**config.mk**
```make
export PLATFORM = sky130hd
export DESIGN_NAME = shift_register_sequencer
export DESIGN_NICKNAME = d
export VERILOG_FILES = /design/src/rtl/shift_register_sequencer.sv
export SDC_FILE = /design/constraint.sdc
export NUM_CORES = 1
export LEC_CHECK = 0
export ABC_AREA = 1
export BUFFER_PORTS_ARGS = -buffer_cell sky130_fd_sc_hd__buf_2
export CORE_MARGIN = 2
export CORE_UTILIZATION = 48
export CTS_CLUSTER_DIAMETER = 30
export CTS_CLUSTER_SIZE = 40
export DETAILED_ROUTE_END_ITERATION = 16
export PLACE_DENSITY = 0.86
export SLEW_MARGIN = 20
export SYNTH_ARGS = -nofsm -noshare
export SYNTH_HDL_FRONTEND = slang
export SYNTH_SLANG_ARGS = --single-unit
export TNS_END_PERCENT = 20
```
**constraint.sdc**
```tcl
create_clock -name clk -period 2.4 [get_ports clk]
set_input_delay 0.12 -clock clk [delete_from_list [all_inputs] [get_ports clk]]
set_output_delay 0.12 -clock clk [all_outputs]
set_load 0.02 [all_outputs]
```
**src/rtl/shift_register_sequencer.sv**
```systemverilog
// Load/shift/done sequencer driving an external universal shift register.
// Optional feature: define SHIFT_PAUSE_EN to add a pause input that stalls SHIFT.
module shift_register_sequencer #(
    parameter int WIDTH = 8,
    parameter int CNT_W = $clog2(WIDTH + 1)
) (
    input  logic             clk,
    input  logic             reset,
    input  logic             start,
    input  logic             dir,
    input  logic [CNT_W-1:0] shamt,
    input  logic [WIDTH-1:0] din,
    input  logic             abort,
    input  logic [WIDTH-1:0] q_in,
    output logic [1:0]       ctrl,
    output logic [WIDTH-1:0] d,
    output logic             ready,
    output logic             sout,
    output logic             sout_valid,
    output logic             done,
    output logic [WIDTH-1:0] dout
`ifdef SHIFT_PAUSE_EN
    ,
    input  logic             pause
`endif
);

    localparam logic [1:0] S_IDLE  = 2'd0;
    localparam logic [1:0] S_LOAD  = 2'd1;
    localparam logic [1:0] S_SHIFT = 2'd2;
    localparam logic [1:0] S_DONE  = 2'd3;

    localparam logic [1:0] CTRL_HOLD  = 2'b00;
    localparam logic [1:0] CTRL_LEFT  = 2'b01;
    localparam logic [1:0] CTRL_RIGHT = 2'b10;
    localparam logic [1:0] CTRL_LOAD  = 2'b11;

    logic [1:0]       r_state;
    logic [CNT_W-1:0] r_cnt;
    logic [WIDTH-1:0] r_data;
    logic             r_dir;

    logic             w_stall;
    logic [CNT_W-1:0] w_shamt_clamped;

`ifdef SHIFT_PAUSE_EN
    assign w_stall = pause;
`else
    assign w_stall = 1'b0;
`endif

    assign w_shamt_clamped = (shamt > CNT_W'(WIDTH)) ? CNT_W'(WIDTH) : shamt;

    // abort outranks every state transition, including a start seen in IDLE
    always_ff @(posedge clk) begin
        if (reset) begin
            r_state <= S_IDLE;
            r_cnt   <= '0;
            r_data  <= '0;
            r_dir   <= 1'b0;
        end else if (abort) begin
            r_state <= S_IDLE;
            r_cnt   <= '0;
        end else begin
            case (r_state)
                S_IDLE: begin
                    if (start) begin
                        r_data  <= din;
                        r_dir   <= dir;
                        r_cnt   <= w_shamt_clamped;
                        r_state <= S_LOAD;
                    end
                end
                S_LOAD: begin
                    r_state <= (r_cnt != '0) ? S_SHIFT : S_DONE;
                end
                S_SHIFT: begin
                    if (!w_stall) begin
                        r_cnt <= r_cnt - CNT_W'(1);
                        if (r_cnt == CNT_W'(1)) begin
                            r_state <= S_DONE;
                        end
                    end
                end
                default: begin
                    r_state <= S_IDLE;
                end
            endcase
        end
    end

    // Outputs decode registered state; reset forces the idle/cleared view immediately
    always_comb begin
        ctrl       = CTRL_HOLD;
        d          = r_data;
        ready      = 1'b0;
        sout       = 1'b0;
        sout_valid = 1'b0;
        done       = 1'b0;
        dout       = '0;
        if (reset) begin
            d     = '0;
            ready = 1'b1;
        end else begin
            case (r_state)
                S_IDLE: begin
                    ready = 1'b1;
                end
                S_LOAD: begin
                    ctrl = CTRL_LOAD;
                end
                S_SHIFT: begin
                    sout = r_dir ? q_in[0] : q_in[WIDTH-1];
                    if (!w_stall) begin
                        ctrl       = r_dir ? CTRL_RIGHT : CTRL_LEFT;
                        sout_valid = 1'b1;
                    end
                end
                default: begin
                    done = 1'b1;
                    dout = q_in;
                end
            endcase
        end
    end

endmodule

```
* Yosys cells after proc, flatten, opt, wreduce, memory -nomap -nowiden
Cells that the tools add are included.
W data, S select, Z words.
** Operators by class
- $add $sub $neg :: 1
- $mul :: 0
- Div/mod/pow operators :: 0
- $lt $le $gt $ge :: 1
- Equal/unequal tests :: 5
- Shifts and indexed selects :: 0
- Muxes and demuxes :: 22
- Bitwise operators :: 1
- Reduce and logical (&&, ||, !) cells :: 8
** Operator list (count)
- $mux W8 :: 3
- $mux W1 :: 10
- $mux W2 :: 4
- $mux W4 :: 2
- $pmux W4 S2 :: 1
- $pmux W2 S3 :: 1
- $eq A4 B1 Y1 const B :: 1
- $gt A4 B4 Y1 const B :: 1
- $ne A2 B2 Y1 const B :: 2
- $pmux W2 S2 :: 1
- $reduce_and A2 Y1 :: 2
- $reduce_bool A4 Y1 :: 1
- $sub A4 B1 Y4 const B :: 1
- $reduce_and A3 Y1 :: 1
- $reduce_or A3 Y1 :: 1
- $eq A2 B1 Y1 const B :: 1
- $eq A2 B2 Y1 const B :: 1
- $logic_not A2 Y1 :: 1
- $reduce_bool A2 Y1 :: 1
- $reduce_or A2 Y1 :: 1
- $not A1 Y1 :: 1
** Word-level totals
- Flip-flop bits (word level) :: 15
- Latch bits :: 0
- Memory bits (writable) :: 0
- Memory bits (read-only) :: 0
- Bits of input ports :: 25
- Memories kept :: 0

* Longest topological paths before layout
- Depth in word-level cells :: 4
- Mapped depth :: 9
- Gate-level depth less buffers :: 9

* Worst setup path after synthesis
OpenSTA, ideal clock, no wires.
- Path type :: reg-to-reg
- Start :: register r_state[0]
- End :: register r_data[6]
- Setup time :: 0.115 ns
- Arrival :: 1.330 ns
- Data required time :: 2.285 ns
- Slack :: 0.955 ns
- Stages on the path, launching flop included :: 9
- Period minus slack after synthesis :: 1.445 ns
- Cell sequence :: dfxtp_1 > inv_1 > ha_1 > nand2_2 > or2_1 > buf_6 > buf_6 > o21ai_2 > a21oi_2
** On the way
- Longest elaborated chain between the ends :: 2
** RTL lines
- start: declaration :: RTL line 38 : logic [1:0] r_state;
- start signal: assignment :: RTL line 75 : r_state <= (r_cnt != '0) ? S_SHIFT : S_DONE;
- $logic_not A2 Y1 :: RTL line 65 : case (r_state)
- $reduce_and A3 Y1 (no source line)
- end signal: assignment :: RTL line 68 : r_data <= din;
- end: declaration :: RTL line 40 : logic [WIDTH-1:0] r_data;
Every way passes these cells.
A chain may end at the register's enable or synchronous reset.

* Worst setup path after layout
- Start :: register r_state[0]
- End :: output port ctrl[0]
** On the way
- Longest elaborated chain between the ends :: 3
** RTL lines
- $eq A2 B2 Y1 / $eq A2 B1 Y1 (equally long branches) :: RTL line 105 : case (r_state)
- $pmux W2 S2 (*) :: RTL line 105
- $mux W2 (*) :: RTL line 101 : if (reset) begin
- end: declaration :: RTL line 15 : output logic [1:0] ctrl,
Mark *: on every way between the ends. The rest lies on a longest branch, timed or not.

==> impl_results.md <==
* FF+latch area at 300 sq um
* Clock skew at between 0.001 and 0.0015 ns
* # clock sinks at 15
* Residual DRC at 0
* Top cell type's share of synthesized area at 31.7%
* Clk Latency, worst-skew pair at around 0.29 ns
* Yosys top cell by area: dfxtp_1
* Leakage at 0.627 nW
* Slew headroom at 64.7%
* CTS tree: yes
* Largest fanout on the critical path at 6
* Fin. Hold Viols at 0
* Via density at 4.90
* Status: completed
* Crit-path cells: inv_1 > ha_1 > inv_1 > nor2_1 > o21ai_0 > nor2_1 > buf_2
* Adder-cell area share of the yosys netlist at about 9.2%
* Vias at roughly 1.1k
* Part of the Yosys area used for sequential elements at 31.7%
* CP Capture Type: output port
* Syn Std Cell Area at 948 sq um
* # setup viols final at 0
* Post-CTS resize count at 0
* Simple-gate share of the synthesized area at 27.4%
* Die ar. at 2350 sq um
* N_diodes at 0
* Top cells by area, synth: dfxtp_1, nor2_1, nand2_1
* Peak VDD IR at approximately 0.3 mV
* H-tree depth at 1
* Average size of a mapped cell at between 6 and 7 sq um
* Clock transition at path regs at 0.09 ns
* Worst reg2reg startpoint: r_state[1]
* First-pass GRT wire length at a little over 4000 microns
* Initial antenna violation count at 0
* DRT Pass-1 Iters at 4
* Post-place setup slack at approximately 0.75 ns
* Crit path DAT at 1.67 ns
* GRT Overall Usage at 22.0%
* Max Root-Sink Buffers at 2
* Top-count cell post-synth: nor2_1
* Layout cells sized above 1 at between 20% and 30%
* Buf/Inv on CP at 3
* Root Buffer: clkbuf_4
* Layout fillers at 180
* Final WS setup at 0.613 ns
* Hold Buf Count CTS at 0
* Gr ovfl total at 0
* Worst endpoint required time at 2.28 ns
* FF+latch count, synth at 15
* Async SR Flop Fraction at 0%
* Worst Hold Class: in -> reg
* Post-synth top cells: nor2_1, nand2_1, inv_1
* CP max stage delay at 0.37 ns
* Yosys cell types at 21
* Compound-Gate Fraction of Synth Area at about a fifth
* Port Buffers at 46
* Period utilisation layout at 74.5%
* Die width at 48.5 microns
* Worst path slowest cell: dfxtp_1
* WS Path Type: reg -> out
* Worst-Margin Slew at 0.530 ns
* Row count at 16
* P&R area growth vs syn at 26.6%
* Starting DRT DRC Count at 22
* Delay-heaviest family, CP: buffers and inverters
* Worst Setup SP: r_state[0]
* Count of mapped cells out of synthesis at 148
* Hold Path Origin: shamt[1]
* Max frequency at approximately 0.56 GHz
* Startpoint Class: register
* Syn_nets at 180
* Post-synth EDFFs at 0
* Die Y-Extent at 48.5 microns
* Total Neg Setup Slack at 0 ns
* Slew Limit Fails at 0
* Largest family of logic cells by synthesized area: simple AND/OR/NAND/NOR gates
* Final ANT Viol Nets at 0
* Synthesis warning total at 0
* Multi-input gate area at 524 sq um
* Max-cap violations at 0
* Ports at 47
* Drt wl/cell at approximately 11 microns
* Ys flop type: dfxtp_1
* Post CTS Setup Buffer Count at 0
* Power Density at 481 nW/um^2
* Post-Synth XOR/XNOR Area at 0%
* Final #Nets at roughly 230
* Vias in the first global route at 961
* DPL Wire Length at around 1800 microns
* Core Area at 1900 sq um
* Total CTS buffers at 3
* Initial core utilization at 49.9%
* Placer Congestion at 0.890
* Largest net degree at the start of global routing at 23
* RSZ-0062 raised after global routing: false
* Mux cell area share after synthesis at 0%
* Routed WL at 2330 microns
* Fin crit period at 1.79 ns
## path summary, 6_finish.rpt
path                                   to  slack [ns]  cells past startpoint
worst max-delay path              ctrl[0]        0.61                      7
worst min-delay path             r_cnt[1]        0.07                      3
worst min register to register  r_data[3]        0.46                      2
worst max register to register  r_data[4]        0.73                      6
## cell type report
class	instances	area share, %
Clock buffer	4	2.19
Inverter	23	7.19
Multi-Input combinational cell	104	43.6
Sequential cell	15	25.0
Tap cell	27	2.81
Timing Repair Buffer	46	19.2
## stage by stage
stage / power, mW / hold WS, ns / instances / utilization (%) / area (sq um)
finish: 0.578 / 0.0697 / 219 / 63.2 / 1200
global route: 0.621 / 0.0716 / 219 / 63.2 / 1200
CTS: 0.581 / 0.0634 / 219 / 63.2 / 1200
detailed placement: 0.433 / 0.381 / 215 / 61.8 / 1170
global placement: 0.426 / 0.377 / 215 / 61.8 / 1170
floorplan: 0.388 / 0.265 / 148 / - / 948
## worst reg2reg max path: stages (launching register included)
cell     delay, ns
dfxtp_1       0.43
inv_1         0.09
ha_1          0.26
nand2_2       0.09
or2_1         0.44
o21ai_0       0.14
a21oi_1       0.15
## cells by family after synthesis
logic type / count (synthesis)
buffers and inverters: 29
and+or+nand+nor: 65
adders and majority gates: 7
AOI/OAI and AO/OA: 32
DFF: 15
## placed cells by master (no fill, tap or decap), drive strengths merged, types with 2 or more instances in the layout
master,instances
buf,46
clkbuf,4
or2,2
dfxtp,15
inv,23
o21ai,15
nor2,31
nand3,3
ha,7
nand2,27
a21oi,15
## power by group
part	internal [mW]	leakage, nW	switching [mW]
clock network	0.0648	0.0150	0.0846
logic	0.0566	0.489	0.0954
registers	0.266	0.123	0.00961
total	0.388	0.627	0.190
## flip-flops by register name (all words and copies together) (netlist names)
register and count:
r_cnt 4, r_data 8, r_dir 1, r_state 2
## metal layers
| metal | global-route usage [%] | vias up | wire (microns) |
|---|---|---|---|
| met2 | 41.4 | 42 | 1140 |
| li1 | - | 545 | - |
| met1 | 22.8 | 482 | 968 |
| met5 | 0 | - | 0 |
| met4 | 7.62 | 0 | 39 |
| met3 | 7.10 | 5 | 178 |
(Power assumes the default switching activity.)
